<file path="config.mk">
export PLATFORM = sky130hd
export DESIGN_NAME = event_encoder8to3
export DESIGN_NICKNAME = d
export VERILOG_FILES = /design/src/rtl/event_encoder8to3.sv
export SDC_FILE = /design/constraint.sdc
export NUM_CORES = 1
export LEC_CHECK = 0
export ABC_AREA = 1
export CAP_MARGIN = 20
export CORE_MARGIN = 3
export CORE_UTILIZATION = 39
export DETAILED_ROUTE_END_ITERATION = 8
export GPL_TIMING_DRIVEN = 0
export MAX_ROUTING_LAYER = met4
export PLACE_DENSITY = 0.65
export SKIP_CTS_REPAIR_TIMING = 1
export SLEW_MARGIN = 40
export SYNTH_ARGS = -nofsm -noshare
export SYNTH_HDL_FRONTEND = slang
export SYNTH_SLANG_ARGS = --single-unit
export TNS_END_PERCENT = 100
</file>
<file path="constraint.sdc">
create_clock -name clock -period 1.6 [get_ports clock]
set_input_delay 0.32 -clock clock [delete_from_list [all_inputs] [get_ports clock]]
set_output_delay 0.32 -clock clock [all_outputs]
set_load 0.02 [all_outputs]
</file>
<file path="src/rtl/event_encoder8to3.sv">
// Rising-edge event encoder: latches edges on 8 request lines and serves them one at a time as a 3-bit code with a valid/ack handshake.
// Build option: define ENC_ROUND_ROBIN_EN for round-robin selection; fixed priority (bit 0 first) otherwise.

module event_encoder8to3_lane (
  input  logic clock,
  input  logic reset,
  input  logic en,
  input  logic req,
  input  logic clr,
  output logic pend,
  output logic ovf
);
  logic req_q;
  logic set;

  assign set = en & req & ~req_q;
  assign ovf = set & pend;

  // A new edge beats the served-index clear on the same edge.
  always_ff @(posedge clock or posedge reset) begin
    if (reset) begin
      req_q <= 1'b0;
      pend  <= 1'b0;
    end else begin
      req_q <= req;
      if (set)      pend <= 1'b1;
      else if (clr) pend <= 1'b0;
    end
  end
endmodule

module event_encoder8to3 #(
  parameter int N = 8,
  parameter int W = 3
) (
  input  logic         clock,
  input  logic         reset,
  input  logic         en,
  input  logic [N-1:0] req,
  input  logic         ack,
  output logic [W-1:0] code,
  output logic         valid,
  output logic [N-1:0] pending,
  output logic         overflow
);
  typedef enum logic {IDLE, HOLD} state_t;

  state_t       state;
  logic [N-1:0] clr;
  logic [N-1:0] ovf_hit;
  logic [W-1:0] sel;
  logic         load;

  genvar i;
  for (i = 0; i < N; i++) begin : g_lane
    event_encoder8to3_lane u_lane (
      .clock (clock),
      .reset (reset),
      .en    (en),
      .req   (req[i]),
      .clr   (clr[i]),
      .pend  (pending[i]),
      .ovf   (ovf_hit[i])
    );
  end

`ifdef ENC_ROUND_ROBIN_EN
  logic [W-1:0] last;
  logic [W-1:0] idx;
  logic         found;

  // Scan starts just past the last served line, so that line ranks last.
  always_comb begin
    sel   = '0;
    idx   = '0;
    found = 1'b0;
    for (int k = 1; k <= N; k++) begin
      idx = last + W'(k);
      if (!found && pending[idx]) begin
        sel   = idx;
        found = 1'b1;
      end
    end
  end
`else
  always_comb begin
    sel = '0;
    for (int k = N - 1; k >= 0; k--)
      if (pending[k]) sel = k[W-1:0];
  end
`endif

  // Selection uses pending before this edge's new sets.
  assign load = (|pending) && ((state == IDLE) || ack);

  always_comb begin
    clr = '0;
    if (load) clr[sel] = 1'b1;
  end

  always_ff @(posedge clock or posedge reset) begin
    if (reset) begin
      state    <= IDLE;
      code     <= '0;
      valid    <= 1'b0;
      overflow <= 1'b0;
`ifdef ENC_ROUND_ROBIN_EN
      last     <= W'(N - 1);
`endif
    end else begin
      if (|ovf_hit) overflow <= 1'b1;
      if (load) begin
        code  <= sel;
        valid <= 1'b1;
        state <= HOLD;
`ifdef ENC_ROUND_ROBIN_EN
        last  <= sel;
`endif
      end else if (state == HOLD && ack) begin
        valid <= 1'b0;
        state <= IDLE;
      end
    end
  end
endmodule
</file>
==> flow_summary_export.csv <==
group,metric,value,unit
placed_design,place_ws,0.06315,ns
setup_path,end_kind,"primary output",
setup_path,worst_setup_path_start_kind,"flip-flop",
setup_path,cp.required,1.28,ns
power,p_leak,0.7739,nW
synth,yosysSeqAreaShare,51.60,%
finish,final_nets,165,
timing,maxSlewHeadroom,71.42,%
placed_design,dp_hpwl,1501,µm
clocking,htreeDepth,1,
global_route,antenna_found_initial,0,
global_route,grt_pass1_wl,3401,µm
setup_path,criticalPathCategory,"flip-flop to primary output",
timing,setup_viol,0,
timing,rsz0062_at_grt,"false",
finish,area_delta_synth_final,33.29,%
floorplanning,fp.dieArea,3260,µm²
detailed_routing,postRouteAntennaNets,0,
timing,period_minus_slack,1.413,ns
timing,tightest_slew,0.4280,ns
global_route,grt_overflow,0,
clocking,cts_root_buf,"clkbuf_4",
setup_path,r2r_cells,11,
floorplanning,core_area,2340,µm²
floorplanning,ios,25,
detailed_routing,drcViolationCount,0,
finish,drive_gt1_share,17.11,%
clocking,tritoncts,"done",
finish,diodes,0,
setup_path,r2r_start,"g_lane[7].u_lane.pend",
synth,syn-cell-area,1018,µm²
timing,hold_viol_final,0,
timing,min_period_over_period,88.31,%
detailed_routing,vias,820,
detailed_routing,drt_iter0_drc,17,
setup_path,cp.arrival,1.09,ns
floorplanning,fp.dieW,57.10,µm
synth,ys_async_sr_fraction,100.0,%
timing,holdWs,0.3159,ns
synth,synth_flop_cell,"dfrtp_1",
floorplanning,row_count,17,
finish,fin_area,1358,µm²
clocking,clk_pin_slew,0.12,ns
synth,synth_seq_cells,21,
clocking,clock_latency,0.30,ns
synth,netlist_instances,123,
detailed_routing,via_per_inst,4.556,
min_path,hold_path_class,"primary input to asynchronous set/reset pin",
placed_design,gp_congestion,0.8240,
detailed_routing,drt_first_pass_iters,4,
clocking,clk_path_buf_depth,2,
outcome,status,"finished clean",
global_route,grt_pass1_vias,834,
timing,finalMaxSlewViolations,0,
clocking,cts-buffers-inserted,3,
floorplanning,initial_utilization,43.53,%
finish,fin_util,58.02,%
power,powerDensity,1364,nW/µm²
finish,nFillCells,237,
detailed_routing,wl,1913,µm
synth,post_synth.cell_area_avg,8.280,µm²
timing,fin_setup_tns,0,ns
clocking,cts_sinks,21,
synth,syn_nets,135,
detailed_routing,wl_per_cell,10.63,µm
setup_path,rr_endpoint,"g_lane[4].u_lane.pend",
timing,timing.fmax,0.7078,GHz
timing,layout_setup_ws,0.1871,ns
synth,synth_edf_count,0,
synth,synth_cell_types,17,
setup_path,path_max_fanout,4,
floorplanning,die_h,57.10,µm
placed_design,portBuffers,24,
global_route,grt_usage,13.33,%
flow_run,cap_viol_max_count,0,
global_route,grt_max_degree,22,
timing,skew,0.005752,ns
setup_path,reg2reg_setup_slack,0.36,ns
placed_design,dpl_cell_area,1294,µm²
synth,ys_warn_count,0,
power,ir_worst_vdd,0.7278,mV
## cell type report
type,instances,area (µm²),share of cell area [%]
inverters,21,78.83,5.806
flip-flops and latches,21,528.0,38.89
plain buffers,8,60.06,4.424
clock buffers,4,26.28,1.935
multi-input cells,73,354.1,26.08
repair buffers,25,275.3,20.28
well taps,28,35.03,2.581
## kinds of logic (layout without fill, tap and decap cells)
kind of cell | after synthesis | after routing | share of synthesized area (%)
buffers and inverters | 29 | 58 | 13.64
AND/OR/NAND/NOR | 65 | 65 | 30.47
flip-flops | 21 | 21 | 51.60
AO/OA/AOI/OAI | 8 | 8 | 4.300
## sequential cells by signal, indices dropped and copies added (netlist names)
signal / flops
overflow: 1
state: 1
code: 3
g_lane.u_lane.pend: 8
g_lane.u_lane.req_q: 8
## critical path: stages (launching register included)
cell            delay, ns
dfrtp_2              0.46
buf_4                0.14
dlymetal6s2s_1       0.20
## where the power goes
group          internal, mW  total (mW)  leakage [nW]  switching (mW)
combinational         0.395       0.867         0.523           0.473
sequential            0.644       0.727         0.236          0.0836
clock                0.0970       0.257        0.0150           0.160
## synthesized netlist by cell type, types with 2 or more instances
| library cell | n | area share (%) |
|---|---|---|
| o22ai_1 | 3 | 1.8 |
| nand2_4 | 2 | 2.2 |
| nand2_1 | 35 | 13 |
| o21ai_0 | 3 | 1.5 |
| buf_4 | 8 | 5.9 |
| nand3_1 | 3 | 1.5 |
| nand2_2 | 3 | 1.8 |
| dfrtp_1 | 21 | 52 |
| o21ai_1 | 2 | 0.98 |
| nor2_1 | 13 | 4.8 |
| nand4_1 | 5 | 3.1 |
| inv_2 | 2 | 0.74 |
| inv_1 | 19 | 7.0 |
## worst max path at each step
stage | slack, ns | cells after the start | startpoint | end
global placement | 0.08 | 7 | en | overflow
finish | 0.19 | 2 | g_lane[1].u_lane.pend | pending[1]
CTS | -0.21 | 2 | g_lane[4].u_lane.pend | pending[4]
global route | 0.14 | 2 | g_lane[4].u_lane.pend | pending[4]
detailed placement | 0.06 | 7 | en | overflow
floorplan | 0.45 | 10 | state | g_lane[6].u_lane.pend
## layer usage
layer,vias to the layer above,wire (µm),global-route usage (%)
met2,23,880,21.70
met4,0,31,4.967
met1,365,903,16.57
met3,4,97,2.262
li1,428,-,-
met5,-,0,-
## per-stage QoR
step | total power [mW] | instances
after floorplan | 1.317 | 123
after global placement | 1.619 | 175
after detailed placement | 1.631 | 175
after CTS | 1.892 | 179
after global routing | 1.997 | 180
final | 1.851 | 180
## layout by cell type, fill, tap and decap left out, drive strengths merged
cell and count:
nand2 40, clkdlybuf4s50 11, clkbuf 4, nand4 5, inv 21, o22ai 3
nand3 4, nor2 15, nand3b 1, dfrtp 21, buf 10, o21ai 5
dlymetal6s2s 12
No activity file was read; power rests on OpenSTA's default activity.
